--- src/rtl/dff_arb_pkg.sv ---
// rtl/dff_arb_pkg.sv - shared state encoding, counter width and round-robin helper
package dff_arb_pkg;

  typedef enum logic [1:0] {
    IDLE  = 2'd0,
    WRITE = 2'd1,
    ACK   = 2'd2
  } state_e;

  localparam int WR_COUNT_W = 16;
  localparam int MAX_NREQ   = 8;

  // First set bit searching upward from ptr+1 with wrap; returns ptr when req is empty.
  function automatic logic [2:0] next_winner(input logic [MAX_NREQ-1:0] req,
                                             input logic [2:0]          ptr,
                                             input int                  nreq);
    logic [2:0] win;
    int         idx;
    win = ptr;
    for (int k = MAX_NREQ; k >= 1; k--) begin
      if (k <= nreq) begin
        idx = (int'(ptr) + k) % nreq;
        if (req[3'(idx)]) win = 3'(idx);
      end
    end
    return win;
  endfunction

endpackage

--- src/rtl/dff_write_arbiter_if.sv ---
// rtl/dff_write_arbiter_if.sv - requester-side bundle of the shared register arbiter
interface dff_write_arbiter_if
  import dff_arb_pkg::*;
#(
  parameter int WIDTH = 8,
  parameter int NREQ  = 4
);
  localparam int IDW = $clog2(NREQ);

  logic [NREQ-1:0]       req;
  logic [NREQ*WIDTH-1:0] wdata;
  logic [NREQ-1:0]       ack;
  logic [WIDTH-1:0]      q;
  logic                  busy;
  logic [IDW-1:0]        grant_id;
  logic [WR_COUNT_W-1:0] wr_count;

  modport master (output req, wdata, input ack, q, busy, grant_id, wr_count);
  modport slave  (input req, wdata, output ack, q, busy, grant_id, wr_count);

endinterface

--- src/rtl/dff_reg_en.sv ---
// rtl/dff_reg_en.sv - WIDTH-bit load-enabled register with async active-low clear
module dff_reg_en #(
  parameter int WIDTH = 8
) (
  input  logic             clk,
  input  logic             rst_n,
  input  logic             i_en,
  input  logic [WIDTH-1:0] i_d,
  output logic [WIDTH-1:0] o_q
);

  logic [WIDTH-1:0] r_q;

  always_ff @(posedge clk or negedge rst_n) begin
    if (!rst_n) begin
      r_q <= '0;
    end else if (i_en) begin
      r_q <= i_d;
    end
  end

  assign o_q = r_q;

endmodule

--- src/rtl/dff_write_arbiter.sv ---
// rtl/dff_write_arbiter.sv - round-robin req/ack arbiter, sole writer of a shared register
module dff_write_arbiter
  import dff_arb_pkg::*;
#(
  parameter int WIDTH = 8,
  parameter int NREQ  = 4
) (
  input logic                clk,
  input logic                rst_n,
  dff_write_arbiter_if.slave bus
);

  localparam int IDW = $clog2(NREQ);

  localparam logic [1:0] S_IDLE  = IDLE;
  localparam logic [1:0] S_WRITE = WRITE;
  localparam logic [1:0] S_ACK   = ACK;

  logic [1:0]            r_state;
  logic [IDW-1:0]        r_grant;
  logic [IDW-1:0]        r_ptr;
  logic [NREQ-1:0]       r_ack;
  logic [WR_COUNT_W-1:0] r_wr_count;

  logic [IDW-1:0]        w_winner;
  logic                  w_load;
  logic [WIDTH-1:0]      w_wdata_sel;

  assign w_winner    = IDW'(next_winner(MAX_NREQ'(bus.req), 3'(r_ptr), NREQ));
  assign w_load      = (r_state == S_WRITE);
  assign w_wdata_sel = bus.wdata[r_grant*WIDTH +: WIDTH];

  always_ff @(posedge clk or negedge rst_n) begin
    if (!rst_n) begin
      r_state    <= S_IDLE;
      r_grant    <= '0;
      r_ptr      <= IDW'(NREQ - 1);
      r_ack      <= '0;
      r_wr_count <= '0;
    end else begin
      case (r_state)
        S_IDLE: begin
          if (|bus.req) begin
            r_grant <= w_winner;
            r_state <= S_WRITE;
          end
        end
        S_WRITE: begin
          if (r_wr_count != '1) r_wr_count <= r_wr_count + 1'b1;
          r_ack   <= NREQ'(1) << r_grant;
          r_state <= S_ACK;
        end
        S_ACK: begin
          // A req dropped early (even during WRITE) still yields a one-cycle ack.
          if (!bus.req[r_grant]) begin
            r_ptr   <= r_grant;
            r_ack   <= '0;
            r_state <= S_IDLE;
          end
        end
        default: begin
          r_ack   <= '0;
          r_state <= S_IDLE;
        end
      endcase
    end
  end

  dff_reg_en #(.WIDTH(WIDTH)) u_reg (
    .clk   (clk),
    .rst_n (rst_n),
    .i_en  (w_load),
    .i_d   (w_wdata_sel),
    .o_q   (bus.q)
  );

  assign bus.ack      = r_ack;
  assign bus.busy     = (r_state != S_IDLE);
  assign bus.grant_id = r_grant;
  assign bus.wr_count = r_wr_count;

endmodule

--- src/flat_wrapper.sv ---
// flat-port wrapper written by rule: the top's interface ports become plain ports
module dff_write_arbiter_flat import dff_arb_pkg::*;
#(
  parameter int WIDTH = 8,
  parameter int NREQ  = 4
)
  (clk, rst_n, bus_req, bus_wdata, bus_ack, bus_q, bus_busy, bus_grant_id, bus_wr_count);
  dff_write_arbiter_if #(.WIDTH(WIDTH), .NREQ(NREQ)) bus_i ();
  input logic clk;
  input logic rst_n;
  input wire logic [$bits(bus_i.req)-1:0] bus_req;
  input wire logic [$bits(bus_i.wdata)-1:0] bus_wdata;
  output wire logic [$bits(bus_i.ack)-1:0] bus_ack;
  output wire logic [$bits(bus_i.q)-1:0] bus_q;
  output wire logic [$bits(bus_i.busy)-1:0] bus_busy;
  output wire logic [$bits(bus_i.grant_id)-1:0] bus_grant_id;
  output wire logic [$bits(bus_i.wr_count)-1:0] bus_wr_count;
  assign bus_i.req = bus_req;
  assign bus_i.wdata = bus_wdata;
  assign bus_ack = bus_i.ack;
  assign bus_q = bus_i.q;
  assign bus_busy = bus_i.busy;
  assign bus_grant_id = bus_i.grant_id;
  assign bus_wr_count = bus_i.wr_count;
  dff_write_arbiter #(.WIDTH(WIDTH), .NREQ(NREQ)) u_core (.clk(clk), .rst_n(rst_n), .bus(bus_i));
endmodule
--- config.mk ---
export PLATFORM = sky130hd
export DESIGN_NAME = dff_write_arbiter_flat
export DESIGN_NICKNAME = d
export VERILOG_FILES = /design/src/rtl/dff_arb_pkg.sv /design/src/rtl/dff_write_arbiter_if.sv /design/src/rtl/dff_reg_en.sv /design/src/rtl/dff_write_arbiter.sv /design/src/flat_wrapper.sv
export SDC_FILE = /design/constraint.sdc
export NUM_CORES = 1
export LEC_CHECK = 0
export CAP_MARGIN = 10
export CELL_PAD_IN_SITES_DETAIL_PLACEMENT = 2
export CELL_PAD_IN_SITES_GLOBAL_PLACEMENT = 2
export CORE_MARGIN = 3
export CORE_UTILIZATION = 39
export DETAILED_ROUTE_END_ITERATION = 12
export DONT_BUFFER_PORTS = 1
export PLACE_DENSITY = 0.77
export SETUP_SLACK_MARGIN = 0.1
export SLEW_MARGIN = 20
export SYNTH_ARGS = -nofsm -noshare
export SYNTH_HDL_FRONTEND = slang
export SYNTH_HIERARCHICAL = 1
export SYNTH_SLANG_ARGS = --single-unit
export TNS_END_PERCENT = 5
--- constraint.sdc ---
create_clock -name clk -period 2.1 [get_ports clk]
set_clock_uncertainty 0.15 [all_clocks]
set_input_delay 0.525 -clock clk [delete_from_list [all_inputs] [get_ports clk]]
set_output_delay 0.525 -clock clk [all_outputs]
set_load 0.005 [all_outputs]
==> summary.txt <==
Die
  – Die area: 5660 um2
  – Core Footprint: about 4500 um2
  – Io pins: 69
  – Die W: 75.3 um
  – Die Y-Extent: 75.3 um
  – Initial Utilization: 41.5%
  – Row count: 24

Layout
  – Multi-input combinational cell area: roughly 960 um2
  – FF/Latch Area: 855 um2
  – End-of-flow core utilization: 46.4%
  – Fin nets: 199
  – # diodes: 0
  – Filler cells: 461
  – Layout cells sized above 1: 30.4%
  – Synth-to-Final Area Change: 11.8%

Critical path
  – Crit path DAT: 2.01 ns
  – Worst-path fanout max: 7
  – Slowest stage cell, crit path: nor4_4
  – Worst EP required: 2.11 ns
  – Type of origin of the critical path: register
  – Critical-path cell list: ha_2, nand4_1, nor4_4, nor2_2, mux2_4
  – Crit path capture type: register
  – CP Class: reg2reg
  – Max incr delay on CP: 0.50 ns

Synth
  – Top cells by area, synth: dfrtp_1 43%, mux4_2 11%, mux2_4 7.2%
  – Sequential element share of the synthesized area: 45.6%
  – Cell Area, Synth: 1870 um2
  – Flops & latches, synth: 34
  – Post-synth EDFFs: 0
  – Ys Warns: 6
  – Top cell type's share of synthesized area: between 40 and 50%
  – Ys async rst share: 100%
  – Synth Flop Type: dfrtp_1
  – Syn avg cell area: roughly 12 um2
  – Synth Instances: 150
  – Cell taking the most area after synthesis: dfrtp_1
  – Distinct cells, synth: 43
  – Syn nets: about 190

CTS
  – TritonCTS Buffers: 5
  – CTS HTree Levels: 2
  – CTS tree: built
  – Clock Latency Late Sink: 0.28 ns
  – Max Buffers Root-to-Sink: 2
  – Root buf cell: clkbuf_8
  – Num Clock Sinks: 34
  – Clock Pin Slew Worst Setup and Hold Paths: ~0.07 ns

Timing
  – Max_slew headroom: 60.0%
  – Worst slew pin tran: approximately 0.6 ns
  – Setup-failing EPs final: 0
  – Final Hold Viols: 0
  – Fin crit share: 95.3%
  – Max-slew violations: 0
  – Peak Freq: roughly 500 MHz
  – Unrepaired setup endpoints after global routing: yes
  – Period minus WS final: 2.00 ns

Detailed routing
  – DR vias/cell: just over 6
  – Via count: 1293
  – Detailed-route wire length per cell: 22.4 um
  – DR pass1 iterations: 4
  – Routed WL: 4770 um
  – Number of antenna-violating nets in the routed design: 0
  – DRC Markers: 0
  – Detailed Route Iter0 Violations: approximately 40

Global routing
  – GR Overflow Total: 0
  – Aggregate global-route resource usage: 17.7%
  – Initial antenna violation count: 0
  – First-pass GRT wire length: 7390 um
  – Largest net degree at the start of global routing: 35
  – Number of global-route vias before repair: 1424

Run status
  – Status: finished clean

Hold path
  – Worst Hold Class: in2reg

Power
  – Lkg Pwr: 0.930 nW
  – VDD IR-drop max: 0.465 mV
  – Pwr Density: 1360 nW/um2
  – Total power draw: 0.00285 W

Place
  – GP Congestion: 0.763
  – Port bufs: 0
  – HPWL Detailed: 3520 um

Job
  – Max Cap Viol: 0
## worst max-delay path, delay by kind of cell, from the launching register on
| kind | cells | cell delay, ns |
|---|---|---|
| simple gates | 3 | 0.79 |
| flops | 1 | 0.41 |
| fa+ha+maj | 1 | 0.23 |
| mux | 1 | 0.31 |
## timing repair
| item | in CTS | in global routing |
|---|---|---|
| setup endpoints to repair | 0 | 5 |
| buffers inserted | 0 | 2 |
| resized for setup | 0 | 2 |
| hold endpoints to repair | 34 | 0 |
| hold buffers | 2 | 0 |
## layer usage
| metal | global-route usage [%] | up-vias | wire, um |
|---|---|---|---|
| li1 | - | 577 | - |
| met1 | 22.2 | 666 | 1970 |
| met2 | 29.2 | 46 | 2430 |
| met3 | 5.87 | 4 | 329 |
| met4 | 5.24 | 0 | 36 |
| met5 | 0 | - | 0 |
## sequential cells by signal (all words and copies together) (netlist names)
name,count
u_core/bus.ack,4
u_core/r_ptr,2
u_core/bus.grant_id,2
u_core/u_reg/o_q,8
u_core/bus.wr_count,16
u_core/r_state,2
## per-stage QoR
stage / setup TNS (ns) / hold WS [ns] / instances / instance area (um2) / setup slack (ns)
2_1_floorplan: 0 / 0.0794 / 150 / 1870 / 0.295
3_3_place_gp: 0 / 0.0805 / 201 / 1930 / 0.231
3_5_place_dp: 0 / 0.0805 / 201 / 1930 / 0.129
4_1_cts: 0 / 0.294 / 211 / 2070 / 0.120
5_1_grt: -0.0302 / 0.328 / 213 / 2090 / -0.0302
6_report: 0 / 0.303 / 213 / 2090 / 0.0983
## cells by family after synthesis
family,count (synthesis),share of synthesized area (%)
AND/OR/NAND/NOR,49,17.2
flip-flops,34,45.6
AO/OA/AOI/OAI,21,7.69
multiplexers,21,19.9
XOR/XNOR,12,5.62
buffers and inverters,12,3.34
adder cells (fa/ha/maj),1,0.669
## synthesized netlist by cell type (2+ instances only)
library cell,instances
mux4_2,9
nor4_1,3
nand3_1,5
o21ai_0,6
buf_6,2
a22o_1,2
buf_2,2
o21a_1,2
xnor2_1,5
o211ai_1,3
nor2_1,6
a21oi_1,3
xor2_1,7
mux2_1,2
clkbuf_1,2
nand2b_1,2
inv_1,6
nor3_1,3
nand2_1,12
nand4_1,4
mux2_4,9
dfrtp_1,32
and3_1,2
dfstp_2,2
## placed cells by master, fill, tap and decap left out, types with 2 or more instances in the layout
cell	count
mux4_2	9
nor4_1	3
nand3_1	5
mux2_1	2
and3_1	2
nor3_1	3
xnor2_1	5
xor2_1	7
a22o_1	2
mux2_4	9
o21ai_0	6
a21oi_1	3
buf_4	7
nand2b_1	2
dfstp_2	2
dfrtp_1	31
nand4_1	4
o211ai_1	3
o21a_1	2
nand2_1	12
nor2_1	6
clkbuf_8	8
inv_1	6
## worst paths after layout
check                           slack, ns  cells after the start                   start                      end
worst max-delay path                  0.1                      5  u_core/bus.wr_count[1]   u_core/bus.wr_count[1]
max in group asynchronous            1.02                      2                   rst_n          u_core/r_ptr[1]
worst max register to register        0.1                      5  u_core/bus.wr_count[1]   u_core/bus.wr_count[1]
min in group asynchronous            0.54                      2                   rst_n  u_core/bus.wr_count[12]
worst min register to register       0.37                      1  u_core/bus.wr_count[0]   u_core/bus.wr_count[0]
worst min-delay path                 0.30                      2              bus_req[2]        u_core/r_state[0]
## power breakdown
group | leakage, nW | internal [W] | switching, W
clock | 0.0575 | 0.000331 | 0.000233
sequential | 0.430 | 0.000898 | 0.000273
combinational | 0.442 | 0.000622 | 0.000492
## final cells by class
cell class / instances / share of cell area, %
clock buffers: 8 / 5.26
multi-input cells: 104 / 45.8
inverters: 6 / 1.08
repair buffers: 9 / 3.95
well taps: 52 / 3.11
flip-flops and latches: 34 / 40.8
Note: power is estimated with default switching activity, not from simulation.
==> RTL edit 1 (config.mk and constraints unchanged) <==
The package constant `WR_COUNT_W` goes from 16 to 32.
--- a/src/rtl/dff_arb_pkg.sv
+++ b/src/rtl/dff_arb_pkg.sv
@@ -8,5 +8,5 @@
   } state_e;
 
-  localparam int WR_COUNT_W = 16;
+  localparam int WR_COUNT_W = 32;
   localparam int MAX_NREQ   = 8;
 
Interface: changed (resized bus_wr_count); port bits go from 69 to 85. No check against the original RTL was run, so the function may have changed too.
==> RTL edit 1 against the unedited design <==
  * Critical endpoint unchanged
  * Sequential cell count rose by 16
  * Area after synthesis up 39%
  * Cell count increased by 55%
  * Design area rose by 48%
  * Setup slack improved by 0.028 ns
  * Wire length rose by 59%
  * Power rose by 22%
  * Synthesized cell count rose by 49%
==> RTL edit 1: results (changes against the unedited design) <==
sequential power 1.47 mW (+26%); post-cts resize count 4 (+4); largest net degree at the start of global routing 51 (+46%); max reg flops 32 (+16); I/O Buffers 0 (unchanged); DP Worst Slack -0.114 ns (-0.243 ns); clk slew on worst S/H paths 0.10 ns (+0.03 ns); CTS Buf Count 5 (unchanged); placed cell area 2870 um^2 (+48%); Post-synth top cells 48 x dfrtp_1, 19 x nand2_1, 19 x xnor2_1; Lkg Pwr 1.37 nW (+47%); All-Layer GR Usage 20.5% (+2.7 points); clock tree buffer depth 2 (unchanged); synth unique cells 45 (+4.7%); predominant post-synthesis flop cell dfrtp_1; Vias 1,909 (+48%); vias in the first global route 2,130 (+50%); R2R cell count 5 (unchanged); Final GP Congestion 0.832 (+9.0%); Tightest Pin Transition 0.570 ns (-0.0300 ns); status finished, final reports clean; Root Driver clkbuf_8; wire length per cell 23.0 um (+2.9%); Skew-Pair Late Insertion Delay 0.31 ns (+0.03 ns); P_comb 1.30 mW (+17%); first-pass GRT wire length 12,000 um (+63%); crit-path max cell delay 0.46 ns (-0.04 ns); yosys warns 6 (unchanged); share of post-route cells with drive strength above 1 30.4% (unchanged); syn_nets 263 (+39%); synthesized area per cell 11.6 um^2 (-6.7%); part of the Yosys area used for sequential elements 48.1% (+2.5 points); drt first pass iters 6 (+2); reg-to-reg setup timing slack 0.13 ns (+0.03 ns); Reg-to-Reg End u_core/bus.wr_count[1]; fin nets 291 (+46%); total setup buffers inserted after CTS 1 (+1); initial drt markers 69 (+68%); async set or reset register ratio after synthesis 100% (unchanged); delay-heaviest family, CP simple AND/OR/NAND/NOR gates; Net Sw Frac 34.7% (-0.32 points); VDD IR max 0.000446 V (-4.1%); net switching power 1.20 mW (+20%); CP Max Fanout 13 (+6); largest cells by area after synthesis dfrtp_1 46%, mux4_2 7.8%, xnor2_1 6.4%, mux2_4 4.6%, xor2_1 3.7%; Vias per Instance 5.78 (-4.7%); HPWL Detailed 5530 um (+57%); slowest CP cell dfrtp_2; placed instance count 317 (+58%); Antenna Cells 0 (unchanged); fmax 507 MHz (+1.4%); r2r startpoint u_core/bus.wr_count[15]
==> RTL edit 1: changes by cell type after synthesis, sizes merged, moves of 4 or more <==
cell   before  now
dfrtp      32   48
xnor2       5   19
nand3       5   16
nand2      12   20
nand4       5   12
nor3        3    8
and3        3    7
xor2        7   11
==> RTL edit 1: kinds of logic after synthesis <==
| family | after synthesis | share of synthesized area [%] |
|---|---|---|
| xor+xnor | 30 | 10.1 |
| fa+ha+maj | 1 | 0.480 |
| compound gates | 15 | 4.27 |
| flops | 50 | 48.1 |
| buf+inv | 17 | 2.93 |
| mux | 20 | 13.6 |
| simple gates | 91 | 20.5 |
==> RTL edit 1: area by class of cell <==
class                   count  area, um^2
clock inverters             2        37.5
clock buffers               6        72.6
well taps                  77        96.3
multi-input cells         157        1330
inverters                   8        30.0
flip-flops and latches     50        1260
repair buffers             30         273
fillers                   640        3320
==> RTL edit 1: per-layer routing <==
layer | vias to the layer above | global-route usage [%] | part of all wire (%)
met5 | - | 0 | 0
met3 | 2 | 5.93 | 5.3
met1 | 1000 | 27.5 | 44
met4 | 0 | 4.18 | 0.41
met2 | 46 | 33.0 | 51
li1 | 861 | - | -
==> RTL edit 1: worst min path at each step <==
stage                from                endpoint  slack [ns]  depth (start not counted)
2_1_floorplan       rst_n       u_core/bus.ack[0]        0.08                          0
3_3_place_gp        rst_n     u_core/u_reg/o_q[7]        0.08                          0
3_5_place_dp        rst_n     u_core/u_reg/o_q[7]        0.08                          0
4_1_cts        bus_req[0]  u_core/bus.grant_id[0]        0.35                          2
5_1_grt        bus_req[0]  u_core/bus.grant_id[0]        0.39                          2
6_report       bus_req[1]  u_core/bus.grant_id[1]        0.35                          3
==> RTL edit 2 (same settings) <==
Made on the original files. Make the reset (`rst_n`) synchronous in 2 clocked blocks. Comments in the files are not updated.
--- a/src/rtl/dff_reg_en.sv
+++ b/src/rtl/dff_reg_en.sv
@@ -12,5 +12,5 @@
   logic [WIDTH-1:0] r_q;
 
-  always_ff @(posedge clk or negedge rst_n) begin
+  always_ff @(posedge clk) begin
     if (!rst_n) begin
       r_q <= '0;
--- a/src/rtl/dff_write_arbiter.sv
+++ b/src/rtl/dff_write_arbiter.sv
@@ -31,5 +31,5 @@
   assign w_wdata_sel = bus.wdata[r_grant*WIDTH +: WIDTH];
 
-  always_ff @(posedge clk or negedge rst_n) begin
+  always_ff @(posedge clk) begin
     if (!rst_n) begin
       r_state    <= S_IDLE;
Function: differs if rst_n is asserted again (counterexample within 4 cycles, from zero or initial values and one cycle with rst_n low); with rst_n held inactive, the same outputs for 4 cycles.
==> RTL edit 2 against the unedited design <==
  * Wire length up 16%
  * Setup slack better by 0.12 ns
  * Utilization down 0.81 points
  * Count of clock-buffer cells in the layout down 3
  * Maximum frequency up 6.5%
  * First-iteration DRC count up 22%
  * Sequential cell count unchanged
  * Design area down 3.1%
  * Cell count up 17%
  * Synthesized cell count up 27%
  * Area after synthesis down 2.5%
Power is not compared: it rests on default switching activity, and its combinational part moved more than twofold at a synthesized area within 25%.
==> RTL edit 2: results (changes against the unedited design) <==
met1 usage 22.7% (+0.46 points); Reg-to-Reg End u_core/bus.wr_count[2]; All-Layer GR Usage 20.3% (+2.6 points); Rel. slew slack 64.6% (+4.6 points); Root Driver clkbuf_8; r2r startpoint u_core/bus.wr_count[12]; part of the Yosys area used for sequential elements 37.3% (-8.3 points); arrival time of the worst setup path 1.93 ns (-0.08 ns); share of post-route cells with drive strength above 1 15.7% (-15 points); HPWL Detailed 4080 um (+16%); met2 GRT Util 37.3% (+8.1 points); Post-synth top cells 34 x dfxtp_1, 20 x nand2_1, 16 x mux2i_1; Vias per Instance 6.34 (+4.4%); first-pass GRT wire length 8600 um (+16%); synth unique cells 44 (+2.3%); Layout Cells excl Fill 250 (+17%); Net Sw Frac 25.6%; DRC 0 (unchanged); Hold EP u_core/r_ptr[1]; final WL 5530 um (+16%); vias in the first global route 1,722 (+21%); worst min-delay path startpoint rst_n; mapped cell area 1820 um^2 (-2.5%); Final GP Congestion 0.873 (+14%); CP Max Fanout 8 (+1); reg-to-reg setup timing slack 0.22 ns (+0.12 ns); async set or reset register ratio after synthesis 0% (-100 points); Yosys top cell area share 37.3% (-5.5 points); initial drt markers 50 (+22%); largest net degree at the start of global routing 30 (-14%); largest cells by area after synthesis dfxtp_1 37%, mux4_2 11%, mux2i_1 8.8%, nor2b_1 4.5%, nand2_1 4.1%; Hold Crit Depth 1 (-1); syn_nets 229 (+21%); placed instance count 242 (+20%); status finished, final reports clean; met3 Usage GRT 5.00% (-0.87 points)
RTL edit 2: changes by cell type in the layout (fill, tap and decap cells not counted), sizes merged, moves of 5 or more:
cell / delta
a21oi: +7
dfrtp: -32
dfxtp: +34
mux2: -12
mux2i: +16
nand2: +8
nor2b: +13
xnor2: -5
xor2: -7
RTL edit 2: worst max-delay path by stage:
stage,start,endpoint,cells past startpoint
5_1_grt,u_core/bus.wr_count[12],u_core/bus.wr_count[6],5
6_report,u_core/bus.wr_count[12],u_core/bus.wr_count[2],5
3_5_place_dp,u_core/bus.wr_count[12],u_core/bus.wr_count[0],4
4_1_cts,u_core/bus.wr_count[12],u_core/bus.wr_count[0],4
3_3_place_gp,u_core/bus.wr_count[5],u_core/bus.wr_count[11],4
2_1_floorplan,bus_req[3],u_core/r_ptr[1],4
RTL edit 2: stage by stage:
stage	setup WS, ns	area, um^2	util (%)	hold slack [ns]	total power [mW]
finish	0.220	2030	45.6	0.165	1.54
floorplan	0.365	1820	-	0.316	0.910
detailed placement	0.218	1910	42.9	0.339	0.956
global route	0.0586	2030	45.6	0.147	1.61
CTS	0.142	2020	45.4	0.152	1.56
global placement	0.321	1910	42.9	0.346	0.937
RTL edit 2: power groups by stage:
stage | clock network [mW] | logic, mW | registers, mW
2_1_floorplan | 0 | 0.188 | 0.722
3_3_place_gp | 0 | 0.213 | 0.724
3_5_place_dp | 0 | 0.229 | 0.727
4_1_cts | 0.613 | 0.232 | 0.712
5_1_grt | 0.640 | 0.250 | 0.717
6_report | 0.601 | 0.229 | 0.712
RTL edit 2: final cells by class:
cell class | count | area [um^2]
tap | 52 | 65.1
multi-input combinational | 142 | 1090
timing repair buffer | 9 | 67.6
fill | 481 | 2420
inverter | 5 | 18.8
clock buffer | 5 | 68.8
clock inverter | 3 | 40.0
sequential | 34 | 681
RTL edit 2: worst max-delay path, stage by stage (launching register included):
cell and delay [ns]:
dfxtp_1 0.50, nand4_1 0.31, nor4_1 0.40, buf_4 0.20, nor2b_1 0.04, nor3_1 0.19
RTL edit 2: cells by family (layout without fill, tap and decap cells):
kind of cell,count (synthesis),in the layout,share of synthesized area [%]
fa+ha+maj,1,1,0.686
buf+inv,14,22,3.70
simple gates,78,78,24.6
mux,25,25,19.9
compound gates,38,38,13.9
flops,34,34,37.3
RTL edit 2: timing repair:
action,CTS,global route
endpoints found under the setup margin,0,4
gates resized for setup,0,3
setup buffers,0,0
RTL edit 2: metal layers:
metal / vias up / wire length [um]
met4: 0 / 127
li1: 730 / -
met3: 14 / 330
met5: - / 0
met1: 785 / 2190
met2: 55 / 2880
